--- config.mk ---
export PLATFORM = sky130hd
export DESIGN_NAME = ifetch_queue
export DESIGN_NICKNAME = d
export VERILOG_FILES = /design/src/rtl/ifetch_queue.sv
export SDC_FILE = /design/constraint.sdc
export NUM_CORES = 1
export LEC_CHECK = 0
export CORE_MARGIN = 2
export CORE_UTILIZATION = 50
export CTS_BUF_LIST = sky130_fd_sc_hd__clkbuf_2
export CTS_CLUSTER_DIAMETER = 100
export CTS_CLUSTER_SIZE = 14
export DETAILED_ROUTE_END_ITERATION = 8
export GPL_TIMING_DRIVEN = 0
export PLACE_DENSITY_LB_ADDON = 0.08
export REMOVE_ABC_BUFFERS = 1
export SLEW_MARGIN = 20
export SYNTH_ARGS = -nofsm -noshare
export SYNTH_HDL_FRONTEND = slang
export SYNTH_SLANG_ARGS = --single-unit
--- constraint.sdc ---
create_clock -name clk -period 13.2 [get_ports clk]
set_input_delay 2.64 -clock clk [delete_from_list [all_inputs] [get_ports clk]]
set_output_delay 2.64 -clock clk [all_outputs]
set_load 0.02 [all_outputs]
--- src/rtl/ifetch_queue.sv ---
`default_nettype none
// +--------------------------------------------------------------------------+
// | ifetch_queue: decoupled instruction prefetch queue feeding IF/ID.        |
// | Optional IFQ_STATS_EN adds fetch_cnt/drop_cnt outputs.  Rev 1.0          |
// +--------------------------------------------------------------------------+
module ifetch_queue #(
  parameter int unsigned DEPTH    = 4,
  parameter logic [31:0] RESET_PC = 32'h0000_0000
) (
  input  logic        clk,
  input  logic        rst,
  input  logic        redirect,
  input  logic [31:0] redirect_pc,
  input  logic        stall,
  output logic        imem_req,
  output logic [31:0] imem_addr,
  input  logic        imem_ack,
  input  logic [31:0] imem_rdata,
  output logic        inst_valid,
  output logic [31:0] inst_out,
  output logic [31:0] pc_plus_out
`ifdef IFQ_STATS_EN
  ,
  output logic [31:0] fetch_cnt,
  output logic [31:0] drop_cnt
`endif
);

  localparam int unsigned    AW      = $clog2(DEPTH);
  localparam int unsigned    CW      = AW + 1;
  localparam logic [CW-1:0]  DEPTH_C = CW'(DEPTH);

  typedef enum logic [1:0] {
    ST_RUN  = 2'd0,
    ST_WAIT = 2'd1,
    ST_DROP = 2'd2
  } state_e;

  state_e        state_q, state_d;
  logic          req_q, req_d;
  logic [31:0]   addr_q, addr_d;
  logic [31:0]   pc_q, pc_d;
  logic [CW-1:0] count_q, count_d;
  logic [AW-1:0] wr_ptr_q, wr_ptr_d;
  logic [AW-1:0] rd_ptr_q, rd_ptr_d;

  logic [31:0]   instr_q [DEPTH];
  logic [31:0]   pcp_q   [DEPTH];

  logic          w_ack;
  logic          w_push;
  logic          w_pop;
  logic [31:0]   w_pc_inc;

  assign w_ack    = req_q & imem_ack;
  assign w_pc_inc = pc_q + 32'd4;
  assign w_pop    = (count_q != '0) & ~stall & ~redirect;

  always_comb begin
    state_d = state_q;
    req_d   = req_q;
    addr_d  = addr_q;
    pc_d    = pc_q;
    w_push  = 1'b0;

    case (state_q)
      ST_RUN: begin
        if (count_q < DEPTH_C) begin
          state_d = ST_WAIT;
          req_d   = 1'b1;
          addr_d  = pc_q;
        end
      end
      ST_WAIT: begin
        if (w_ack) begin
          w_push = 1'b1;
          pc_d   = w_pc_inc;
          // Chain the next fetch only if a slot is still free after this push.
          if ((count_q + CW'(1)) < DEPTH_C) begin
            addr_d = w_pc_inc;
          end else begin
            state_d = ST_RUN;
            req_d   = 1'b0;
          end
        end
      end
      ST_DROP: begin
        if (w_ack) begin
          state_d = ST_RUN;
          req_d   = 1'b0;
        end
      end
      default: begin
        state_d = ST_RUN;
        req_d   = 1'b0;
      end
    endcase

    if (redirect) begin
      w_push = 1'b0;
      pc_d   = redirect_pc & 32'hFFFF_FFFC;
      addr_d = addr_q;
      // A still-outstanding request must complete on the bus before refetching.
      if ((state_q != ST_RUN) && !w_ack) begin
        state_d = ST_DROP;
        req_d   = req_q;
      end else begin
        state_d = ST_RUN;
        req_d   = 1'b0;
      end
    end
  end

  assign count_d  = redirect ? '0 : (count_q + CW'(w_push) - CW'(w_pop));
  assign wr_ptr_d = redirect ? '0 : (wr_ptr_q + AW'(w_push));
  assign rd_ptr_d = redirect ? '0 : (rd_ptr_q + AW'(w_pop));

  always_ff @(posedge clk or negedge rst) begin
    if (!rst) begin
      state_q  <= ST_RUN;
      req_q    <= 1'b0;
      addr_q   <= RESET_PC;
      pc_q     <= RESET_PC;
      count_q  <= '0;
      wr_ptr_q <= '0;
      rd_ptr_q <= '0;
    end else begin
      state_q  <= state_d;
      req_q    <= req_d;
      addr_q   <= addr_d;
      pc_q     <= pc_d;
      count_q  <= count_d;
      wr_ptr_q <= wr_ptr_d;
      rd_ptr_q <= rd_ptr_d;
    end
  end

  always_ff @(posedge clk) begin
    if (w_push) begin
      instr_q[wr_ptr_q] <= imem_rdata;
      pcp_q[wr_ptr_q]   <= w_pc_inc;
    end
  end

  assign imem_req    = req_q;
  assign imem_addr   = addr_q;
  assign inst_valid  = (count_q != '0);
  assign inst_out    = inst_valid ? instr_q[rd_ptr_q] : 32'h0;
  assign pc_plus_out = inst_valid ? pcp_q[rd_ptr_q]   : 32'h0;

`ifdef IFQ_STATS_EN
  logic [31:0] fetch_cnt_q;
  logic [31:0] drop_cnt_q;
  logic        w_drop;

  // Stale completions: any ack while in DROP, or an ack landing on a redirect edge.
  assign w_drop = w_ack & ((state_q == ST_DROP) | redirect);

  always_ff @(posedge clk or negedge rst) begin
    if (!rst) begin
      fetch_cnt_q <= 32'h0;
      drop_cnt_q  <= 32'h0;
    end else begin
      if (w_push) fetch_cnt_q <= fetch_cnt_q + 32'd1;
      if (w_drop) drop_cnt_q  <= drop_cnt_q + 32'd1;
    end
  end

  assign fetch_cnt = fetch_cnt_q;
  assign drop_cnt  = drop_cnt_q;
`endif

endmodule
`default_nettype wire

==> flow_metrics.tcl, run 1 <==
set metrics [dict create \
    ys_dominant_reg_cell "edfxtp_1" \
    netlist.area_leader.share_pct 53.6 \
    fp.dieW_um 171 \
    slowest_stage "dfrtp_4" \
    multi_input_comb_area_um2 4330 \
    seq_area_um2 9210 \
    holdPathStages 1 \
    cts_sinks 318 \
    finalCritPeriodShare_pct 46.3 \
    fin_area_um2 16400 \
    antenna_left 0 \
    ys_async_sr_fraction_pct 22.0 \
    synthTopCellsByArea "edfxtp_1, dfrtp_1, mux4_2, nor2b_1, xnor2_1" \
    drive_gt1_share_pct 15.8 \
    vias_per_cell 5.58 \
    path_class "register to output port" \
    path_buf_inv 3 \
    grt_pass1_vias 8158 \
    p_leak_uw 0.00524 \
    cts_buffers 26 \
    total_power_uw 2430 \
    synth-edff-count 248 \
    track_usage_pct 20.9 \
    synth_cells 928 \
    start_kind "register" \
    post-cts-setup-buffers 0 \
    cp_top_family "buffers and inverters" \
    fmax_mhz 164 \
    avgSynthCellArea_um2 15.0 \
    hold_violations 0 \
    grt_pass1_wl_mm 46.6 \
    synth.most_common_cell "edfxtp_1" \
    final_max_slew_viol_count 0 \
    status "finished clean" \
    crit_top_cell "buf_12" \
    drt-pass1-iter-count 5 \
    relSlewSlack_pct 27.6 \
    grt.busiest_layer "met2" \
    htree_num_levels 1 \
    rsz0062_at_grt "no" \
    path_depth 5 \
    grt_start_max_net_pins 48 \
    grt_overflow 0 \
    ir_worst_vdd_v 0.0000980 \
    clkTransAtPathRegs_ps 250 \
    synth_warnings 0 \
    ff2ff_path_depth 7 \
    synth-seq-cells 318 \
    r2r_setup_slack_ps 9580 \
    synth-seq-area-share_pct 66.2 \
    min_period_ps 6110 \
    antenna_found_initial 1 \
    core_area_um2 27600 \
    num_rows 61 \
    cts_resized 0 \
    place_congestion 0.779 \
    met1_usage_pct 29.8 \
    drt_iter0_markers 659 \
    crit_chain "buf_12 > buf_12 > mux4_2 > nor2b_1 > clkdlybuf4s50_1" \
    route.detailed.wl_per_inst_um 20.2 \
    dieArea_um2 29100 \
    synth_commonest_cells "edfxtp_1, dfrtp_1, nor2b_1" \
    crit_path_end_kind "output port" \
    initial_core_util_pct 50.4 \
    fin_nets 1153 \
    nFillCells 2225 \
    worstPathMaxFanout 24 \
    area_growth_pct 17.7 \
    wl_mm 29.9 \
    die_h_um 171 \
    place_hpwl_mm 19.7 \
    slowest_delay_ps 800 \
    cts_tree "yes" \
    port_buffers 160 \
    tns_ps 0 \
    max-cap-violations 0 \
    cts_root_buf "clkbuf_2" \
    gr-usage-met3_pct 2.85 \
    grt.met2_usage_pct 35.0 \
    crit_required_ps 10560 \
    cp.arrival_ps 3470 \
    placed_area_um2 16100 \
    ios 167 \
    drc 0 \
    ctsHoldBuffers 0 \
    worst_hold_path_type "register to register" \
    synth_top_area_cell "edfxtp_1" \
    max_slew.worst_pin.slew_ps 1090 \
    power.density_nw_per_um2 149 \
    final_util_pct 59.4 \
    setup_viol 0 \
    syn_area_um2 13900 \
    clock_latency_ps 910 \
    via_count 8239 \
    ys_types 49 \
    clockBufferDepth 3 \
    skew_ps 60.0 \
]
[where the power goes]
| group | leakage, uW | switching [uW] | total, uW | internal, uW |
|---|---|---|---|---|
| Sequential | 0.00303 | 80.5 | 1230 | 1150 |
| Combinational | 0.00200 | 419 | 794 | 375 |
| Clock | 0.000205 | 298 | 405 | 108 |
| Total | 0.00524 | 797 | 2430 | 1640 |
[layout make-up]
class	instances	area share, %
repair buffers	203	12.6
clock buffers	46	1.41
inverters	8	0.184
clock inverters	1	0.184
diodes	2	0.0306
flip-flops and latches	318	56.3
well taps	378	2.89
multi-input cells	521	26.5
[state kept, by name, indices dropped and copies added, names as in the netlist]
signal     count
instr_q      128
pcp_q        120
imem_addr     30
pc_q          30
count_q        3
rd_ptr_q       2
state_q        2
wr_ptr_q       2
imem_req       1
[cells by family (layout without fill, tap and decap cells)]
family                   after synthesis  count (layout)  synth area share, %
flip-flops                           318             318                 66.2
AND/OR/NAND/NOR                      288             288                 11.8
AO/OA/AOI/OAI                        102             102                 4.56
buffers and inverters                 92             258                 3.01
multiplexers                          65              65                 10.3
XOR/XNOR                              56              56                 3.53
adder cells (fa/ha/maj)                6               6                0.594
other                                  1               6               0.0270
[per-layer routing]
metal / vias up / wire (um)
met5: - / 0
met4: 0 / 441
met3: 35 / 1550
met2: 220 / 14700
met1: 4126 / 13200
li1: 3858 / -
[path summary, 6_finish.rpt]
kind,end,from
min in group asynchronous,imem_addr[9]$_DFFE_PN0P_,rst
max,pc_plus_out[16],rd_ptr_q[0]$_DFF_PN0_
min,imem_addr[4]$_DFFE_PN0P_,imem_addr[4]$_DFFE_PN0P_
min reg2reg,imem_addr[4]$_DFFE_PN0P_,imem_addr[4]$_DFFE_PN0P_
max reg2reg,instr_q[2][1]$_DFFE_PP_,state_q[1]$_DFFE_PN0P_
max in group asynchronous,pc_q[26]$_DFFE_PN0P_,rst
[stage by stage]
stage	cells	setup slack [ps]	hold WS [ps]
3_3_place_gp	1385	-777	501
5_1_grt	1477	6820	595
4_1_cts	1475	6920	558
3_5_place_dp	1428	6890	500
2_1_floorplan	847	4570	555
6_report	1477	7090	554
[cell usage in the layout (no fill, tap or decap), drive strengths merged, types with 23 or more instances in the layout]
master         instances
edfxtp               248
clkdlybuf4s50        158
dfrtp                 70
nor2b                 66
mux4                  62
nor3                  49
clkbuf                46
buf                   45
nor2                  41
nand2                 35
a31oi                 35
xnor2                 31
or4                   27
xor2                  25
o31ai                 25
o21ai                 23
[worst register-to-register path: stages, from the launching register on]
cell and delay (ps):
dfrtp_1 580, nand4b_1 950, nor2_1 560, nand2_1 170, nor2_4 450, buf_12 260
buf_16 190, buf_16 180
No activity file was read; power rests on OpenSTA's default activity.
==> inputs of run 2 (changes only) <==
==> constraint.sdc (replaced) <==
create_clock -name clk -period 6.08 [get_ports clk]
set_input_delay 1.216 -clock clk [delete_from_list [all_inputs] [get_ports clk]]
set_output_delay 1.216 -clock clk [all_outputs]
set_load 0.02 [all_outputs]
==> results of run 2 <==
Same layout as run 1 (identical final DEF). Status: finished clean.
Among the figures that moved: setup slack after placement 6890 ps -> 1190 ps; clock-pin slew on the worst setup and hold paths 250 ps -> 280 ps; setup slack after layout 7090 ps -> 1400 ps; hold slack 554 ps -> 218 ps; register-to-register setup slack 9580 ps -> 2460 ps; total power 2430 uW -> 5280 uW; worst IR drop on VDD 0.0000980 V -> 0.000213 V
==> inputs of run 3 (changes only) <==
==> constraint.sdc (replaced) <==
create_clock -name clk -period 4.1 [get_ports clk]
set_input_delay 0.82 -clock clk [delete_from_list [all_inputs] [get_ports clk]]
set_output_delay 0.82 -clock clk [all_outputs]
set_load 0.02 [all_outputs]
==> flow_metrics.tcl, run 3 (synthesis gave the netlist of run 1 again) <==
set metrics [dict create \
    die_h_um 171 \
    skew_ps 57.3 \
    mostFrequentLayoutCell "edfxtp_1" \
    fp.dieW_um 171 \
    regMostFlops "instr_q" \
    vias_per_cell 5.57 \
    grt_overflow 0 \
    fmax_mhz 257 \
    relSlewSlack_pct 25.8 \
    dp_slack_ps -391 \
    min_period_ps 3900 \
    post-place-cells 1428 \
    finalCritPeriodShare_pct 95.1 \
    slowest_stage "dfrtp_4" \
    drc 0 \
    antenna_found_initial 1 \
    cts_root_buf "clkbuf_2" \
    rsz0062_at_grt "no" \
    track_usage_pct 21.1 \
    largest_register_ffs 128 \
    htree_num_levels 1 \
    fin_nets 1157 \
    setup_viol 0 \
    port_buffers 160 \
    ios 167 \
    grt_pass1_vias 8186 \
    setup_ws_ps 202 \
    antenna_left 0 \
    r2r_setup_slack_ps 420 \
    area_growth_pct 18.4 \
    route.detailed.wl_per_inst_um 20.4 \
    reg_top3 "instr_q: 128 flops, pcp_q: 120 flops" \
    status "finished clean" \
    via_count 8246 \
    final_cell_count_no_fill 1481 \
    cts_sinks 318 \
    num_rows 61 \
    cts_buffers 26 \
    wl_mm 30.2 \
    worst_hold_path_type "input port to async pin" \
    grt_start_max_net_pins 48 \
    clkTransAtPathRegs_ps 280 \
    core_area_um2 27600 \
    final_max_slew_viol_count 0 \
    cp.arrival_ps 3080 \
    clock_latency_ps 910 \
    clockBufferDepth 3 \
    p_leak_uw 0.00530 \
    cts_tree "yes" \
    start_kind "register" \
    tns_ps 0 \
    drt_iter0_markers 637 \
    slowest_delay_ps 730 \
    place_hpwl_mm 19.7 \
    final_cell_mix "edfxtp_1, clkdlybuf4s50_1, dfrtp_1" \
    initial_core_util_pct 50.4 \
    grt_pass1_wl_mm 46.9 \
    worstPathMaxFanout 47 \
    drive_gt1_share_pct 16.0 \
    crit_chain "buf_16 > mux4_2 > nor2b_1 > clkdlybuf4s50_1" \
    drt-pass1-iter-count 5 \
    place_congestion 0.779 \
    hold_violations 0 \
    fin_area_um2 16500 \
    ir_worst_vdd_v 0.000312 \
    crit_path_end_kind "output port" \
    power.density_nw_per_um2 479 \
    nFillCells 2211 \
    max_slew.worst_pin.slew_ps 1110 \
    dieArea_um2 29100 \
    placed_area_um2 16100 \
    crit_required_ps 3280 \
    max-cap-violations 0 \
    path_class "register to output port" \
]
[run 3: cell count changes in the layout (fill, tap and decap cells not counted), sizes merged]
cell / change
buf: +2
clkbuf: +1
clkdlybuf4s50: -1
dlygate4sd3: +1
dlymetal6s2s: +1
[run 3: routing by layer]
metal | share of wire [%] | GRT usage (%)
met5 | 0 | 0
met4 | 1.5 | 4.16
met3 | 5.3 | 2.80
met2 | 49 | 35.5
met1 | 44 | 29.9
[run 3: stage by stage]
step / power, uW / util [%] / hold slack, ps
floorplan: 5340 / - / 524
global placement: 6140 / 56.6 / 501
detailed placement: 6630 / 58.4 / 500
CTS: 7970 / 59.6 / 278
global route: 8290 / 59.7 / 308
finish: 7880 / 59.7 / 359
[run 3: final cells by class]
class	count	area, um^2	share of cell area, %
clock inverter	1	30.0	0.182
sequential	318	9210	55.9
timing repair buffer	207	2140	13.0
multi-input combinational	521	4340	26.4
clock buffer	46	230	1.40
antenna	2	5.00	0.0304
inverter	8	30.0	0.182
tap	378	473	2.87
[run 3: repair_timing]
| action | 4_1_cts | 5_1_grt |
|---|---|---|
| buffers inserted | 2 | 0 |
| hold endpoints to repair | 34 | 0 |
| cloned | 0 | 1 |
| setup endpoints to repair | 45 | 13 |
| hold buffers | 1 | 0 |
| gates resized for setup | 1 | 3 |
[run 3: critical path: cells and delay by family, from the launching register on]
family	cells	cell delay, ps
AND/OR/NAND/NOR	1	220
multiplexers	1	240
buffers and inverters	2	950
flip-flops	1	730
[run 3: final timing paths]
check	start	end	cells after the start
min in group clk	redirect	pc_q[11]$_DFFE_PN0P_	3
max in group asynchronous	rst	pc_q[26]$_DFFE_PN0P_	3
hold reg to reg	imem_addr[4]$_DFFE_PN0P_	imem_addr[4]$_DFFE_PN0P_	1
setup reg to reg	state_q[1]$_DFFE_PN0P_	instr_q[2][1]$_DFFE_PP_	7
hold / removal	rst	imem_addr[9]$_DFFE_PN0P_	2
setup / recovery	rd_ptr_q[1]$_DFF_PN0_	pc_plus_out[19]	4
[run 3: where the power goes]
group / switching (uW) / total (uW) / internal, uW / leakage [uW]
combinational: 1390 / 2630 / 1240 / 0.00206
clock: 954 / 1300 / 346 / 0.000205
sequential: 238 / 3950 / 3720 / 0.00303
total: 2580 / 7880 / 5300 / 0.00530
